File: config.mk
export PLATFORM = sky130hd
export DESIGN_NAME = rob
export DESIGN_NICKNAME = d
export VERILOG_FILES = /design/src/rtl/cpu_params.sv /design/src/rtl/uop_types.sv /design/src/rtl/rob.sv
export SDC_FILE = /design/constraint.sdc
export NUM_CORES = 1
export LEC_CHECK = 0
export CAP_MARGIN = 20
export CORE_MARGIN = 3
export CORE_UTILIZATION = 40
export CTS_CLUSTER_DIAMETER = 120
export DETAILED_ROUTE_END_ITERATION = 7
export SLEW_MARGIN = 25
export SYNTH_ARGS = -nofsm -noshare
export SYNTH_HDL_FRONTEND = slang
export SYNTH_SLANG_ARGS = --single-unit
File: constraint.sdc
create_clock -name clk -period 3.53 [get_ports clk]
set_input_delay 0.8825 -clock clk [delete_from_list [all_inputs] [get_ports clk]]
set_output_delay 0.8825 -clock clk [all_outputs]
set_load 0.03 [all_outputs]
File: src/rtl/cpu_params.sv
// Core-wide sizing constants for the out-of-order backend.
package cpu_params;
  localparam int ROB_DEPTH     = 32;
  localparam int ROB_IDX_WIDTH = $clog2(ROB_DEPTH);
  localparam int PRF_IDX_WIDTH = 6;
  localparam int ARF_IDX_WIDTH = 5;
  localparam int CDB_WIDTH     = 2;
endpackage

File: src/rtl/uop_types.sv
// Shared micro-op bookkeeping types.
package uop_types;
  import cpu_params::*;

  typedef struct packed {
    logic                     valid;
    logic                     done;
    logic [PRF_IDX_WIDTH-1:0] rd_phy;
    logic [ARF_IDX_WIDTH-1:0] rd_arch;
  } rob_entry_t;
endpackage

File: src/rtl/rob.sv
// Reorder buffer: in-order allocate, out-of-order completion via CDB ports,
// in-order single-wide retirement.
module rob
  import uop_types::rob_entry_t;
#(
  parameter int ROB_DEPTH = cpu_params::ROB_DEPTH,
  parameter int CDB_WIDTH = cpu_params::CDB_WIDTH,
  localparam int IW = $clog2(ROB_DEPTH),
  localparam int PW = cpu_params::PRF_IDX_WIDTH,
  localparam int AW = cpu_params::ARF_IDX_WIDTH
) (
  input  logic                          clk,
  input  logic                          rst,
  input  logic                          dispatch_valid,
  output logic                          dispatch_ready,
  input  logic [PW-1:0]                 dispatch_rd_phy,
  input  logic [AW-1:0]                 dispatch_rd_arch,
  output logic [IW-1:0]                 dispatch_rob_id,
  input  logic [CDB_WIDTH-1:0]          cdb_valid,
  input  logic [CDB_WIDTH-1:0][IW-1:0]  cdb_rob_id,
  output logic                          commit_valid,
  output logic [IW-1:0]                 commit_rob_id,
  output logic [PW-1:0]                 commit_rd_phy,
  output logic [AW-1:0]                 commit_rd_arch,
  output logic [IW:0]                   rob_count
);

  rob_entry_t [ROB_DEPTH-1:0] ent_q, ent_d;
  logic [IW:0] head_q, head_d, tail_q, tail_d;
  logic        full;
  rob_entry_t  head_ent;

  // Pointers carry an extra wrap bit so full and empty are distinguishable.
  assign full            = (head_q[IW-1:0] == tail_q[IW-1:0]) && (head_q[IW] != tail_q[IW]);
  assign dispatch_ready  = !full;
  assign dispatch_rob_id = tail_q[IW-1:0];
  assign rob_count       = tail_q - head_q;

  assign head_ent       = ent_q[head_q[IW-1:0]];
  assign commit_valid   = head_ent.valid && head_ent.done;
  assign commit_rob_id  = head_q[IW-1:0];
  assign commit_rd_phy  = head_ent.rd_phy;
  assign commit_rd_arch = head_ent.rd_arch;

  always_comb begin
    ent_d  = ent_q;
    head_d = head_q;
    tail_d = tail_q;
    // Completion is qualified by the registered valid bit, so a CDB write
    // never marks a slot that is being allocated this same cycle.
    for (int p = 0; p < CDB_WIDTH; p++) begin
      if (cdb_valid[p] && ent_q[cdb_rob_id[p]].valid)
        ent_d[cdb_rob_id[p]].done = 1'b1;
    end
    if (commit_valid) begin
      ent_d[head_q[IW-1:0]].valid = 1'b0;
      ent_d[head_q[IW-1:0]].done  = 1'b0;
      head_d = head_q + 1'b1;
    end
    if (dispatch_valid && dispatch_ready) begin
      ent_d[tail_q[IW-1:0]].valid   = 1'b1;
      ent_d[tail_q[IW-1:0]].done    = 1'b0;
      ent_d[tail_q[IW-1:0]].rd_phy  = dispatch_rd_phy;
      ent_d[tail_q[IW-1:0]].rd_arch = dispatch_rd_arch;
      tail_d = tail_q + 1'b1;
    end
  end

  always_ff @(posedge clk or negedge rst) begin
    if (!rst) begin
      ent_q  <= '0;
      head_q <= '0;
      tail_q <= '0;
    end else begin
      ent_q  <= ent_d;
      head_q <= head_d;
      tail_q <= tail_d;
    end
  end

endmodule

==> results.py <==
metrics = {
    "run_status": {
        "status": "complete, but fails checks",
        "violations": "setup timing",
    },
    "synthesis": {
        "avgSynthCellArea_um2": 14.0,
        "yosys.area_share.simple": 0.0517,
        "syn-cell-area_um2": 20800,
        "synth.distinct_cells": 55,
        "yosys_warnings": 0,
        "yosysSeqAreaShare": 0.515,
        "synthMostInstantiatedCell": "dfrtp_1",
        "synth.area.mux_share": 0.321,
        "synth_nets": 1530,
        "netlist.area_leader.share": 0.515,
        "ys.flop_type": "dfrtp_1",
        "synth_top_family_by_area": "multiplexers",
        "synthCells": 1490,
        "async_flop_share": 1.00,
        "synthAdderAreaFrac": 0.00878,
        "synth_common_cells": "dfrtp_1 (428), mux2_2 (365), mux4_2 (107), clkbuf_1 (89), nor2_1 (76)",
        "yosysTopAreaCell": "dfrtp_1",
        "synth-seq-cells": 428,
        "yosys-top-cells-area": "dfrtp_1 (51%), mux2_2 (20%), mux4_2 (12%), a22oi_1 (1.7%), clkbuf_1 (1.6%)",
        "synth_xor_area_frac": 0.00590,
        "synth-edff-count": 0,
        "synth_compound_gate_area_share": 0.0622,
    },
    "clocking": {
        "cts_inserted_buffers": 48,
        "clock_sinks": 428,
        "cts_tree": "built",
        "ctsHtreeMaxLevel": 2,
        "insertion_delay_ns": 0.59,
        "root_buffer": "clkbuf_16",
        "cts_buffer_depth": 3,
        "clk_pin_slew_ns": 0.06,
    },
    "detailed_routing": {
        "wl_per_cell_um": 27.5,
        "routed_wl_um": 63400,
        "routed_via_density": 5.98,
        "ant_nets": 0,
        "drc_errors": 0,
        "drtIter0Drc": 1252,
        "num_vias": 13783,
        "dr.pass1.iters": 5,
    },
    "finish": {
        "drive_above_1_share": 0.489,
        "nets": 1634,
        "multiInputGateArea_um2": 9630,
        "n_fill_cell": 4363,
        "syn2layout_area_growth_pct": 20.4,
        "diodes": 0,
        "final_cells": 2303,
        "register_area_um2": 10700,
    },
    "grt": {
        "grt_use_total": 0.236,
        "first_global_vias": 14352,
        "grt_overflow": 0,
        "grt_pass1_wl_um": 95600,
        "antenna_found_initial": 0,
        "grt_start_max_net_pins": 77,
    },
    "sta": {
        "slew_viol_final": 0,
        "max_freq_mhz": 277,
        "setup_viol": 7,
        "whs_ns": 0.284,
        "slew_headroom": 0.518,
        "setup_tns_ns": -0.356,
        "setup_slack_ns": -0.0792,
        "fin_worst_skew_ns": 0.0127,
        "tightest_slew_ns": 0.723,
        "rsz0062_at_grt": "yes",
        "fin_crit_ns": 3.61,
        "fin_crit_sh": 1.02,
        "hold_viol": 0,
    },
    "worst_setup_path": {
        "worst-path-buf-inv": 3,
        "required_ns": 2.65,
        "cp_max_fo": 10,
        "slowest_stage": "mux4_2",
        "path_delay_family": "multiplexers",
        "path_cells": "buf_4, buf_12, mux4_2, a22oi_1, nand2_1, o22a_2, buf_6",
        "crit_type": "reg2out",
        "arrival_ns": 2.73,
        "startpoint_type": "flip-flop",
        "endpoint_kind": "output pin",
        "slowest_delay_ns": 0.54,
    },
    "placement": {
        "io_buffers": 54,
        "detailedPlace.worstSlack_ns": 0.0560,
        "place_inst": 2188,
        "hpwlAfterDp_um": 40900,
        "gp_congestion": 0.956,
    },
    "power_and_ir_drop": {
        "power.leakage_nw": 10.9,
        "cellPowerDensity_nw_per_um2": 930,
        "power.total_mw": 23.3,
        "irDropWorstVdd_mv": 0.419,
    },
    "die": {
        "start_util": 0.410,
        "dieArea_um2": 54800,
        "io_pins": 55,
        "die_y_um": 234,
        "die_width_um": 234,
        "core_region_area_um2": 50800,
        "num_rows": 82,
    },
    "hold_path": {
        "hp-class": "in2async",
    },
    "flow_run": {
        "maxCapViolations": 0,
    },
}
-- flip-flops by register name, summed over array words and instances (netlist names) --
name and count:
tail_q 6, ent_q 416, head_q 6
-- cells in the final DEF, fill, tap and decap left out, types with 7 or more instances in the layout --
cell and count:
a211oi_1 22, a21o_1 21, a21oi_1 8, a221oi_1 31, a22oi_1 14, a22oi_2 34
a31oi_1 7, buf_12 29, buf_16 10, buf_4 111, clkbuf_1 13, clkbuf_16 49
clkbuf_8 14, clkdlybuf4s50_1 29, dfrtp_1 424, ha_1 13, inv_1 25, mux2_2 365
mux2i_1 14, mux4_2 107, nand2_1 22, nand3_1 29, nand4_1 19, nor2_1 58
nor2_2 18, nor3b_1 13, o22ai_1 7, xnor2_1 12
-- power breakdown --
part	leakage [nW]	switching (mW)	internal, mW
Clock	0.771	2.08	2.92
Combinational	4.59	4.53	5.41
Sequential	5.49	1.31	7.03
-- kinds of logic after synthesis --
logic type	count (synthesis)
and+or+nand+nor	207
xor gates and xnor gates	14
adders and majority gates	14
buffers and inverters	170
DFF	428
AOI/OAI and AO/OA	170
muxes	487
-- stage by stage --
step / util / cell area (µm²)
floorplan: - / 20800
global placement: 0.449 / 22800
detailed placement: 0.449 / 22800
CTS: 0.492 / 25000
global route: 0.493 / 25000
finish: 0.493 / 25000
-- path summary, 6_finish.rpt --
kind                            from           end  slack [ns]  depth (start not counted)
min                              rst    ent_q[321]        0.28                          1
max reg2reg                head_q[2]    ent_q[182]        0.48                          8
min in group clk           head_q[5]     head_q[5]        0.49                          1
max in group asynchronous        rst     ent_q[99]        2.20                          2
min reg2reg                head_q[5]     head_q[5]        0.49                          1
max                        head_q[0]  commit_valid       -0.08                          7
-- metal layers --
metal  wire length [µm]  part of all wire  GRT usage
met1              27200              0.43      0.323
met2              29700              0.47      0.372
met3               3400             0.054     0.0407
met4               3100             0.049      0.105
met5                  0                 0          0
-- timing repair --
item	CTS	global route
buffers inserted	18	2
cloned	8	0
hold buffers	0	0
pin swaps	23	13
gates resized for setup	62	12
endpoints found under the setup margin	15	15
-- area by class of cell --
class,count,share of cell area
timing repair buffer,198,0.0876
sequential,428,0.428
inverter,26,0.00390
multi-input combinational,892,0.384
clock inverter,11,0.00390
clock buffer,76,0.0586
tap,672,0.0336
Power figures use the tool's default switching activity.
